<file path="src/rtl/sort_stream_engine.sv">
// -----------------------------------------------------------------------------
// sort_stream_engine
//
// Collects a batch of N unsigned elements, sorts them ascending with an
// odd-even transposition network (one phase per clock, N phases), then
// streams them out in order together with each element's original arrival
// position. Equal values keep their arrival order.
//
// Handshake: a transfer happens on a rising edge where valid and ready are
// both 1. The producer holds data stable while valid is high and ready is
// low; ready never depends combinationally on valid on either side.
//
// Ports
//   clk        in   clock, all state changes on the rising edge
//   reset      in   asynchronous active-low reset (0 = asserted)
//   in_valid   in   upstream element valid
//   in_ready   out  element accepted this cycle (LOAD only)
//   in_data    in   [W-1:0] unsorted element
//   out_valid  out  sorted element presented (DRAIN only)
//   out_ready  in   downstream accepts the element
//   out_data   out  [W-1:0] sorted element, ascending
//   out_index  out  [$clog2(N)-1:0] arrival position of out_data
//   busy       out  high while sorting or draining
//   fsm_state  out  [1:0] current FSM state (0 LOAD, 1 SORT, 2 DRAIN)
// -----------------------------------------------------------------------------
module sort_stream_engine #(
    parameter int N = 5,
    parameter int W = 8
) (
    input  logic                 clk,
    input  logic                 reset,
    input  logic                 in_valid,
    output logic                 in_ready,
    input  logic [W-1:0]         in_data,
    output logic                 out_valid,
    input  logic                 out_ready,
    output logic [W-1:0]         out_data,
    output logic [$clog2(N)-1:0] out_index,
    output logic                 busy,
    output logic [1:0]           fsm_state
);

    localparam int IW = $clog2(N);
    localparam logic [IW-1:0] LAST = IW'(N - 1);

    typedef enum logic [1:0] {
        LOAD  = 2'd0,
        SORT  = 2'd1,
        DRAIN = 2'd2
    } state_t;

    state_t        state_q, state_d;
    logic [IW-1:0] cnt_q, cnt_d;
    logic [IW-1:0] p_q, p_d;
    logic [IW-1:0] k_q, k_d;
    logic [W-1:0]  slot_q [N];
    logic [W-1:0]  slot_d [N];
    logic [IW-1:0] tag_q  [N];
    logic [IW-1:0] tag_d  [N];

    always_comb begin
        state_d   = state_q;
        cnt_d     = cnt_q;
        p_d       = p_q;
        k_d       = k_q;
        slot_d    = slot_q;
        tag_d     = tag_q;
        in_ready  = 1'b0;
        out_valid = 1'b0;
        busy      = 1'b0;

        case (state_q)
            LOAD: begin
                // Gated by reset so in_ready reads 0 while reset is held,
                // even though the state register already sits in LOAD.
                in_ready = reset;
                if (in_valid) begin
                    slot_d[cnt_q] = in_data;
                    tag_d[cnt_q]  = cnt_q;
                    if (cnt_q == LAST) begin
                        cnt_d   = '0;
                        p_d     = '0;
                        state_d = SORT;
                    end else begin
                        cnt_d = cnt_q + 1'b1;
                    end
                end
            end

            SORT: begin
                busy = 1'b1;
                // Pairs starting at an index with the same parity as p are
                // compared this phase. Pairs are disjoint, so every swap can
                // read the registered values directly.
                for (int i = 0; i < N - 1; i++) begin
                    if ((i[0] == p_q[0]) && (slot_q[i] > slot_q[i+1])) begin
                        slot_d[i]   = slot_q[i+1];
                        slot_d[i+1] = slot_q[i];
                        tag_d[i]    = tag_q[i+1];
                        tag_d[i+1]  = tag_q[i];
                    end
                end
                if (p_q == LAST) begin
                    p_d     = '0;
                    k_d     = '0;
                    state_d = DRAIN;
                end else begin
                    p_d = p_q + 1'b1;
                end
            end

            DRAIN: begin
                busy      = 1'b1;
                out_valid = 1'b1;
                if (out_ready) begin
                    if (k_q == LAST) begin
                        k_d     = '0;
                        state_d = LOAD;
                    end else begin
                        k_d = k_q + 1'b1;
                    end
                end
            end

            default: begin
                state_d = LOAD;
            end
        endcase
    end

    // Outputs are driven from registers only, so they stay stable while
    // out_ready is low; zero outside DRAIN keeps idle/reset outputs clean.
    assign out_data  = (state_q == DRAIN) ? slot_q[k_q] : '0;
    assign out_index = (state_q == DRAIN) ? tag_q[k_q]  : '0;
    assign fsm_state = state_q;

    always_ff @(posedge clk or negedge reset) begin
        if (!reset) begin
            state_q <= LOAD;
            cnt_q   <= '0;
            p_q     <= '0;
            k_q     <= '0;
            for (int i = 0; i < N; i++) begin
                slot_q[i] <= '0;
                tag_q[i]  <= '0;
            end
        end else begin
            state_q <= state_d;
            cnt_q   <= cnt_d;
            p_q     <= p_d;
            k_q     <= k_d;
            for (int i = 0; i < N; i++) begin
                slot_q[i] <= slot_d[i];
                tag_q[i]  <= tag_d[i];
            end
        end
    end

endmodule
</file>
<file path="config.mk">
export PLATFORM = sky130hd
export DESIGN_NAME = sort_stream_engine
export DESIGN_NICKNAME = d
export VERILOG_FILES = /design/src/rtl/sort_stream_engine.sv
export SDC_FILE = /design/constraint.sdc
export NUM_CORES = 1
export LEC_CHECK = 0
export ABC_AREA = 1
export CAP_MARGIN = 30
export CORE_UTILIZATION = 35
export CTS_CLUSTER_SIZE = 30
export DETAILED_ROUTE_END_ITERATION = 16
export SYNTH_ARGS = -nofsm -noshare
export SYNTH_HDL_FRONTEND = slang
export SYNTH_SLANG_ARGS = --single-unit
</file>
<file path="constraint.sdc">
create_clock -name clk -period 3.4 [get_ports clk]
set_input_delay 1.02 -clock clk [delete_from_list [all_inputs] [get_ports clk]]
set_output_delay 1.02 -clock clk [all_outputs]
set_load 0.02 [all_outputs]
</file>
==> results of run 1 <==
## worst max-delay path, cell delays in order, from the launching register on
cell and delay (ns):
sky130_fd_sc_hd__dfrtp_1 0.42, sky130_fd_sc_hd__inv_1 0.34, sky130_fd_sc_hd__o21ai_0 0.17, sky130_fd_sc_hd__o22ai_1 0.14, sky130_fd_sc_hd__nand2_1 0.07, sky130_fd_sc_hd__a21oi_1 0.13
sky130_fd_sc_hd__clkdlybuf4s50_1 0.62
## worst max path at each step
stage	endpoint	slack, ns	cells after the start
after global routing	out_index[1]	-0.01	6
after detailed placement	out_index[2]	0.51	7
after global placement	out_index[1]	0.53	7
after CTS	out_index[2]	0.11	7
after floorplan	out_data[0]	0.80	5
final	out_index[2]	0.15	6
## registers in the layout (all words and copies together), names as in the netlist
signal	flops
fsm_state	2
slot_q	40
cnt_q	3
k_q	3
p_q	3
tag_q	15
## cells by family after synthesis
group                    after synthesis  synth area share (%)
AO/OA/AOI/OAI                        148                 15.76
XOR/XNOR                               2                0.3329
adder cells (fa/ha/maj)               42                 9.986
buffers and inverters                126                 9.985
flip-flops                            66                 31.38
AND/OR/NAND/NOR                      403                 32.55
## final cells by class
type | instances | area share (%)
clock buffer | 13 | 4.322
clock inverter | 2 | 0.9973
inverter | 93 | 5.838
multi-input combinational | 595 | 51.28
sequential | 66 | 27.43
tap | 184 | 3.823
timing repair buffer | 42 | 6.316
## through the flow
stage / TNS (ns) / instance area [µm²]
6_report: 0 / 6022
5_1_grt: -0.02531 / 6022
4_1_cts: 0 / 6020
3_5_place_dp: 0 / 5699
3_3_place_gp: 0 / 5699
2_1_floorplan: 0 / 5263
## metal layers
layer	vias to the layer above	wire length, µm	global-route usage [%]
met5	-	0	0
met4	0	359	8.221
met3	28	1031	4.510
met2	165	7584	33.83
met1	2392	7683	31.12
li1	2580	-	-
## cell usage in the layout, fill, tap and decap left out, drive strengths merged
cell and n:
a31oi 1, nand3b 8, o21ai 60, nand4 7, inv 90, buf 16, clkbuf 13, ha 42
o21bai 1, bufinv 2, nor3b 1, or2 1, nand3 43, nor2 43, clkinv 3, a21oi 53
nor3 4, clkdlybuf4s50 26, a21o 2, xnor2 1, nand2 296, dfrtp 66, o211ai 8, xor2 1
o21a 10, o22ai 13
==> metrics.yaml, run 1 <==
status: "finished, final reports clean"
worst_setup_path_startpoint: "k_q[1]"
ctsRootBufferMaster: "sky130_fd_sc_hd__clkbuf_16"
path_class: "register to output pin"
postCtsSetupRepairBufs: 0
worst_hold_path_type: "register to register"
data_required_time_at_the_worst_endpoint_ns: 2.38
coreArea_um2: 14590
multi_input_area_um2: 3088
cts-root-to-sink-buffers: 2
yosys_register_bits: 66
layout.core_utilization_pct: 41.28
design.final.nets: 861
synth_cell_types: 38
globalRouteOverflowTotal: 0
number_of_synthesis_warnings: 0
worst_tran_pin_value_ns: 0.9072
initial_utilization_pct: 36.07
netlist_instances: 787
worstReg2RegStart: "slot_q[23]"
synthToLayoutAreaGrowth_pct: 14.43
worst_slew_margin_rel_pct: 39.52
worst_skew_pair.late_latency_ns: 0.35
drc: 0
worst_r2r_path_depth: 11
cts-buffers-inserted: 9
syn-num-nets: 841
boundaryPins: 28
layout.filler_cells: 1530
vias: 5165
final.setup.worst_slack_ns: 0.1463
report.final.setup_viol: 0
min_from: "tag_q[12]"
cts_num_sinks: 66
design.die.area_um2: 15530
cts_resized: 0
critical_path.reg2reg.endpoint: "slot_q[17]"
r2r_setup_slack_ns: 0.82
timing.final.hold_violations: 0
tritoncts: "done"
cts_hold_buffers: 0
slew_violations: 0
dpl.cell_count: 980
buffer_ports.inserted: 27
maximum_number_of_pins_on_one_net_before_global_route_repair: 67
layout-drive-gt1-share_pct: 7.275
total_standard_cell_area_after_synthesis_um2: 5263
rsz_0062_raised_after_global_routing: "true"
placer_s_final_routability_congestion_estimate: 0.8855
place_ws_ns: 0.5101
antenna_found_initial: 0
fp.dieW_um: 124.6
final.setup_skew_ns: 0.008923
final_wirelength_mm: 16.66
antenna_violating_nets_post_route: 0
wire_per_inst_um: 16.74
maxCapViolations: 0
drtIter0Drc: 445
syn_avg_cell_area_um2: 6.687
yosys-top-cells-count: "sky130_fd_sc_hd__nand2_1 (289), sky130_fd_sc_hd__inv_1 (81), sky130_fd_sc_hd__dfrtp_1 (66)"
min_period_over_period_pct: 95.70
timing.critical_path.arrival_ns: 2.23
grt_pass1_vias: 4833
synth_area_leaders: "sky130_fd_sc_hd__dfrtp_1 (31%), sky130_fd_sc_hd__nand2_1 (21%), sky130_fd_sc_hd__ha_1 (10%)"
ctsHtreeMaxLevel: 3
synth_sequential_area_ratio_pct: 31.38
cp_max_fo: 13
layoutNonFillerInstCount: 995
fmax_ghz: 0.3073
floorplan.rows: 44
post-synth-top-area-cell: "sky130_fd_sc_hd__dfrtp_1"
gr-usage-all-layers_pct: 22.30
cts.reportedPaths.clkPinSlew_ns: 0.06
detailedRoute.firstPassIterationCount: 5
grt_first_pass_wirelength_mm: 26.66
share_of_async_settable_or_async_resettable_flops_after_synthesis_pct: 100.0
synth-edff-count: 0
place.detailed.hpwl_mm: 11.97
num_antenna_cells: 0
post-synth-top-count-cell: "sky130_fd_sc_hd__nand2_1"
timing.critical_path.to_type: "output pin"
synth_top_flop_cell: "sky130_fd_sc_hd__dfrtp_1"
fin_hold_ws_ns: 0.4936
min_delay_endpoint: "tag_q[12]"
ff_latch_area_um2: 1652
worst_hold_path_depth: 2
synth_largest_type_area_fraction_pct: 31.38
timing.final.crit_period_ns: 3.254
vias_per_cell: 5.191
die-height_um: 124.6
worstSetupStartpointType: "register"
Power of run 1 is left out: the tool's default activity adds up to more than one toggle a clock period on the data nets, which glitch-free logic cannot reach.
==> run 2: changes to the inputs <==
--- a/config.mk
+++ b/config.mk
@@ -6,10 +6,11 @@
 export NUM_CORES = 1
 export LEC_CHECK = 0
 export ABC_AREA = 1
-export CAP_MARGIN = 30
-export CORE_UTILIZATION = 35
+export CAP_MARGIN = 20
+export CORE_UTILIZATION = 50
 export CTS_CLUSTER_SIZE = 30
 export DETAILED_ROUTE_END_ITERATION = 16
+export PLACE_DENSITY = 0.71
 export SYNTH_ARGS = -nofsm -noshare
 export SYNTH_HDL_FRONTEND = slang
 export SYNTH_SLANG_ARGS = --single-unit
==> constraint.sdc (replaced) <==
create_clock -name clk -period 2.7 [get_ports clk]
set_input_delay 0.81 -clock clk [delete_from_list [all_inputs] [get_ports clk]]
set_output_delay 0.81 -clock clk [all_outputs]
set_load 0.02 [all_outputs]
==> run 2 against run 1 <==
Compared with the run above:
- via count up 3.5%
- non-clock buffer count up 17
- clock skew up 0.0037 ns
- first-iteration DRC count down 6.5%
- global-route usage up 8.6 points
- clock-buffer cell count down 2
- utilization up 17 points
- cell count down 2.9%
==> metrics.yaml, run 2 (synthesis results as in run 1) <==
min_period_over_period_pct: 95.51
r2r_setup_slack_ns: 0.33  # -0.49 ns
worstReg2RegStart: "slot_q[23]"
worst_skew_pair.late_latency_ns: 0.35  # about the same
wire_per_inst_um: 16.67  # -0.45%
synthToLayoutAreaGrowth_pct: 13.03
die-height_um: 104.6  # -16%
report.final.setup_viol: 0  # unchanged
registers.top_by_ff_count: "slot_q"
antenna_found_initial: 0  # unchanged
fp.dieW_um: 104.6  # -16%
coreArea_um2: 10280  # -30%
critical_path.reg2reg.endpoint: "tag_q[6]"
cts_hold_buffers: 0  # unchanged
rsz_0062_raised_after_global_routing: "false"
path_class: "register to output pin"
largestRegisters: "slot_q (40), tag_q (15)"
worst_tran_pin_value_ns: 0.8930  # -0.01412 ns
drtIter0Drc: 416  # -6.5%
worst_hold_path_type: "register to register"
largest_reg_flops: 40  # unchanged
data_required_time_at_the_worst_endpoint_ns: 1.89  # -0.49 ns
cp_max_fo: 9  # -4
timing.critical_path.to_type: "output pin"
cts-buffers-inserted: 9  # unchanged
totalNegativeSetupSlack_ns: 0  # unchanged
min_delay_endpoint: "tag_q[12]"
vias_per_cell: 5.532  # +6.6%
slew_violations: 0  # unchanged
fmax_ghz: 0.3878
layout-drive-gt1-share_pct: 10.96  # +3.7 points
layout.cells.most_common_list: "sky130_fd_sc_hd__nand2_1 (289), sky130_fd_sc_hd__inv_1 (80), sky130_fd_sc_hd__dfrtp_1 (65)"
cts.reportedPaths.clkPinSlew_ns: 0.08  # +0.02 ns
placer_s_final_routability_congestion_estimate: 0.9335  # +5.4%
ctsRootBufferMaster: "sky130_fd_sc_hd__clkbuf_8"
design.final.nets: 879  # +2.1%
tritoncts: "done"
vias: 5344  # +3.5%
ctsHtreeMaxLevel: 3  # unchanged
cts_num_sinks: 66  # unchanged
buffer_ports.inserted: 27  # unchanged
antenna_violating_nets_post_route: 0  # unchanged
boundaryPins: 28  # unchanged
final_wirelength_mm: 16.10  # -3.3%
worst_slew_margin_rel_pct: 40.46  # +0.94 points
drc: 0  # unchanged
globalRouteOverflowTotal: 0  # unchanged
timing.final.crit_period_ns: 2.579
num_antenna_cells: 0  # unchanged
gr-usage-all-layers_pct: 30.94  # +8.6 points
floorplan.rows: 37  # -16%
min_from: "tag_q[12]"
detailedRoute.firstPassIterationCount: 5  # unchanged
worstSetupStartpointType: "register"
place.detailed.hpwl_mm: 12.23  # +2.2%
design.die.area_um2: 10940  # -30%
maxCapViolations: 0  # unchanged
cts-root-to-sink-buffers: 2  # unchanged
grt_first_pass_wirelength_mm: 26.38  # -1.1%
grt_pass1_vias: 5164  # +6.8%
worst_hold_path_depth: 2  # unchanged
status: "finished, final reports clean"
timing.final.hold_violations: 0  # unchanged
maximum_number_of_pins_on_one_net_before_global_route_repair: 67  # unchanged
worst_r2r_path_depth: 12  # +1
timing.critical_path.arrival_ns: 1.77  # -0.46 ns
final.setup_skew_ns: 0.01264  # +0.003719 ns
layout.cells.most_common: "sky130_fd_sc_hd__nand2_1"
initial_utilization_pct: 51.21  # +15 points
run 2: cell types whose count changed in the layout (fill, tap and decap cells not counted), moves of 2 or more:
cell / before / now
sky130_fd_sc_hd__clkbuf_16: 9 / 0
sky130_fd_sc_hd__clkbuf_8: 2 / 9
sky130_fd_sc_hd__clkdlybuf4s50_1: 26 / 14
sky130_fd_sc_hd__buf_4: 16 / 32
sky130_fd_sc_hd__buf_2: 0 / 5
sky130_fd_sc_hd__clkbuf_2: 0 / 6
sky130_fd_sc_hd__clkinv_2: 0 / 2
sky130_fd_sc_hd__clkinvlp_4: 0 / 2
run 2: layout make-up:
class                      count  area [µm²]
clock inverter                 5       78.83
sequential                    66        1653
timing repair buffer          59       464.2
timing repair inverter         1       7.507
inverter                      93       355.3
tap                          136       170.2
clock buffer                  11       131.4
multi-input combinational    595        3088
fill                        1028        4329
run 2: worst max-delay path by stage:
stage                             from      endpoint  slack (ns)
after floorplan           fsm_state[0]   out_data[0]        0.31
after global placement          k_q[1]  out_index[1]         0.1
after detailed placement        k_q[1]  out_index[2]        0.02
after CTS                       k_q[1]  out_index[2]       0.002
after global routing            k_q[1]   out_data[2]       0.009
final                           k_q[1]   out_data[1]        0.12
run 2: critical path, cell delays in order, from the launching register on:
cell and delay, ns:
sky130_fd_sc_hd__dfrtp_2 0.49, sky130_fd_sc_hd__buf_4 0.20, sky130_fd_sc_hd__a21oi_1 0.10, sky130_fd_sc_hd__o21ai_0 0.15, sky130_fd_sc_hd__nand2_1 0.10, sky130_fd_sc_hd__nand2_1 0.06, sky130_fd_sc_hd__a21oi_1 0.12, sky130_fd_sc_hd__buf_2 0.18
run 2: repair_timing:
item / 4_1_cts / 5_1_grt
hold endpoints to repair: 0 / 0
resized for setup: 30 / 14
setup endpoints to repair: 12 / 11
setup buffers: 2 / 0
gates cloned: 1 / 0
run 2: through the flow:
stage / cell area [µm²] / util (%) / std cells / worst slack, ns / hold WS (ns)
6_report: 5948 / 57.88 / 966 / 0.1211 / 0.4986
5_1_grt: 5948 / 57.88 / 966 / 0.009368 / 0.5617
4_1_cts: 6005 / 58.42 / 966 / 0.001553 / 0.5006
3_5_place_dp: 5762 / 56.06 / 947 / 0.02217 / 0.4810
3_3_place_gp: 5762 / 56.06 / 947 / 0.09604 / 0.4760
2_1_floorplan: 5263 / - / 787 / 0.3142 / 0.4588
run 2: metal layers:
layer	share of wire (%)	up-vias	track usage, %
li1	-	2619	-
met5	0	-	0
met3	6.4	40	4.429
met2	48	199	51.99
met4	3.2	0	13.18
met1	43	2486	39.75
Power of run 2 is left out for the same reason.
==> run 3: changes to the inputs <==
--- a/config.mk
+++ b/config.mk
@@ -7,10 +7,11 @@
 export LEC_CHECK = 0
 export ABC_AREA = 1
 export CAP_MARGIN = 20
-export CORE_UTILIZATION = 50
+export CORE_UTILIZATION = 47
 export CTS_CLUSTER_SIZE = 30
 export DETAILED_ROUTE_END_ITERATION = 16
-export PLACE_DENSITY = 0.71
+export PLACE_DENSITY = 0.68
+export SLEW_MARGIN = 10
 export SYNTH_ARGS = -nofsm -noshare
 export SYNTH_HDL_FRONTEND = slang
 export SYNTH_SLANG_ARGS = --single-unit
==> run 3 against run 2 <==
Compared with the run above:
- critical path depth did not move
- utilization fell by 3.2 points
- routed wire length rose by 9.8%
- clock-buffer cell count rose by 3
- maximum frequency fell by 2.2%
- sequential cell count did not move
- clock skew fell by 0.0023 ns
- non-clock buffer count did not move
- critical path type unchanged
- critical endpoint is now out_data[0]
==> metrics.yaml, run 3 (synthesis results as in run 1) <==
status: "finished, final reports clean"
layout-drive-gt1-share_pct: 11.33  # +0.36 points
layout.core_utilization_pct: 54.68  # -3.2 points
maximum_number_of_pins_on_one_net_before_global_route_repair: 65  # -3.0%
cts_num_sinks: 66  # unchanged
path_class: "register to output pin"
num_antenna_cells: 0  # unchanged
worst_tran_pin_value_ns: 0.8873  # -0.005757 ns
totalNegativeSetupSlack_ns: 0  # unchanged
final_wirelength_mm: 17.68  # +9.8%
multi_input_area_um2: 3100  # +0.41%
ctsRootBufferMaster: "sky130_fd_sc_hd__clkbuf_8"
layout.filler_cells: 1085  # +5.5%
cts-buffers-inserted: 9  # unchanged
fin_hold_ws_ns: 0.4061  # -0.09251 ns
timing.final.hold_violations: 0  # unchanged
fp.dieW_um: 107.8  # +3.1%
vias_per_cell: 5.638  # +1.9%
data_required_time_at_the_worst_endpoint_ns: 1.89  # about the same
place.detailed.hpwl_mm: 13.22  # +8.1%
worstSetupStartpointType: "register"
fmax_ghz: 0.3794  # -2.2%
wire_per_inst_um: 18.23  # +9.4%
initial_utilization_pct: 48.33  # -2.9 points
ctsHtreeMaxLevel: 3  # unchanged
synthToLayoutAreaGrowth_pct: 13.12  # about the same
slew_violations: 0  # unchanged
design.final.nets: 879  # unchanged
antenna_found_initial: 0  # unchanged
report.final.setup_viol: 0  # unchanged
design.die.area_um2: 11620  # +6.3%
layout.cells.most_common_list: "sky130_fd_sc_hd__nand2_1 (289), sky130_fd_sc_hd__inv_1 (78), sky130_fd_sc_hd__dfrtp_1 (64)"
maxCapViolations: 0  # unchanged
min_period_over_period_pct: 97.63  # +2.1 points
final.setup_skew_ns: 0.01035  # -0.002294 ns
detailedRoute.firstPassIterationCount: 8  # +3
floorplan.rows: 38  # +2.7%
timing.critical_path.to_type: "output pin"
gr-usage-all-layers_pct: 32.52  # +1.6 points
drc: 0  # unchanged
layout.cells.most_common: "sky130_fd_sc_hd__nand2_1"
worst_skew_pair.late_latency_ns: 0.37  # +0.02 ns
tritoncts: "done"
largestRegisters: "slot_q (40), tag_q (15)"
worstPathBufferInverterCount: 2  # unchanged
grt_pass1_vias: 5377  # +4.1%
ff_latch_area_um2: 1654  # about the same
cp_slowest_cell: "sky130_fd_sc_hd__dfrtp_2"
registers.top_by_ff_count: "slot_q"
worst_slew_margin_rel_pct: 40.85  # +0.38 points
die-height_um: 107.8  # +3.1%
timing.critical_path.arrival_ns: 1.83  # +0.06 ns
cts-root-to-sink-buffers: 2  # unchanged
timing.final.crit_period_ns: 2.636  # +0.05717 ns
buffer_ports.inserted: 27  # unchanged
antenna_violating_nets_post_route: 0  # unchanged
vias: 5469  # +2.3%
worst_hold_path_type: "input port to asynchronous set/reset pin"
grt_first_pass_wirelength_mm: 27.80  # +5.4%
boundaryPins: 28  # unchanged
globalRouteOverflowTotal: 0  # unchanged
delay_of_the_slowest_critical_path_stage_ns: 0.45  # -0.04 ns
placer_s_final_routability_congestion_estimate: 0.9473  # +1.5%
coreArea_um2: 10890  # +5.9%
cts.reportedPaths.clkPinSlew_ns: 0.08  # about the same
cp_max_fo: 5  # -4
largest_reg_flops: 40  # unchanged
drtIter0Drc: 482  # +16%
rsz_0062_raised_after_global_routing: "false"
crit_chain: "clkinvlp_4, a21oi_1, o21ai_0, nand2_1, nand2_1, a21oi_1, clkdlybuf4s15_2"
cpLargestDelayFamily: "flip-flops"
[run 3: cell count changes in the layout (fill, tap and decap cells not counted), sizes merged]
| cell | delta |
|---|---|
| clkinv | -2 |
| clkdlybuf4s15 | +2 |
| bufinv | -1 |
| buf | +1 |
| inv | -1 |
| clkinvlp | +1 |
[run 3: cell type report]
class / instances / share of cell area, %
clock buffer: 14 / 2.732
sequential: 66 / 27.78
clock inverter: 2 / 0.5885
timing repair inverter: 1 / 0.1261
inverter: 93 / 6.032
tap: 140 / 2.942
multi-input combinational: 595 / 52.08
timing repair buffer: 59 / 7.713
[run 3: worst reg2reg max path: stages, from the launching register on]
cell and delay, ns:
sky130_fd_sc_hd__dfrtp_1 0.50, sky130_fd_sc_hd__inv_1 0.08, sky130_fd_sc_hd__ha_1 0.28, sky130_fd_sc_hd__nand2_1 0.06, sky130_fd_sc_hd__nor2_1 0.22, sky130_fd_sc_hd__nand2_1 0.09
sky130_fd_sc_hd__nand2_1 0.09, sky130_fd_sc_hd__nand2_1 0.24, sky130_fd_sc_hd__nand3_2 0.17, sky130_fd_sc_hd__nand3_1 0.38, sky130_fd_sc_hd__nand2_1 0.18, sky130_fd_sc_hd__nand2_1 0.08
[run 3: timing repair]
action | 4_1_cts | 5_1_grt
hold buffers | 0 | 0
endpoints found under the setup margin | 12 | 11
gates cloned | 0 | 1
setup buffers | 6 | 0
gates resized for setup | 36 | 13
[run 3: per-layer routing]
layer	track usage [%]	part of all wire, %	wire length, µm	vias up
met5	0	0	0	-
met4	17.12	4.6	817	0
met3	4.479	6.4	1126	67
met2	54.67	47	8382	239
met1	40.32	42	7354	2551
li1	-	-	-	2612
[run 3: final timing paths]
| path | cells past startpoint | from | slack, ns | end |
|---|---|---|---|---|
| setup / recovery | 7 | k_q[1] | 0.06 | out_data[0] |
| hold / removal | 2 | reset | 0.41 | slot_q[13] |
| setup reg to reg | 11 | slot_q[14] | 0.23 | slot_q[17] |
| hold reg to reg | 2 | tag_q[12] | 0.51 | tag_q[12] |
| max in group asynchronous | 3 | reset | 1.21 | k_q[0] |
| min in group clk | 2 | tag_q[12] | 0.51 | tag_q[12] |
[run 3: per-stage QoR]
| step | std cells | worst slack, ns | cell area, µm² |
|---|---|---|---|
| 2_1_floorplan | 787 | 0.3142 | 5263 |
| 5_1_grt | 970 | 0.01392 | 5953 |
| 4_1_cts | 969 | 0.004114 | 5979 |
| 3_3_place_gp | 947 | 0.03319 | 5724 |
| 6_report | 970 | 0.06394 | 5953 |
| 3_5_place_dp | 947 | 0.03921 | 5724 |
Power of run 3 is left out for the same reason.
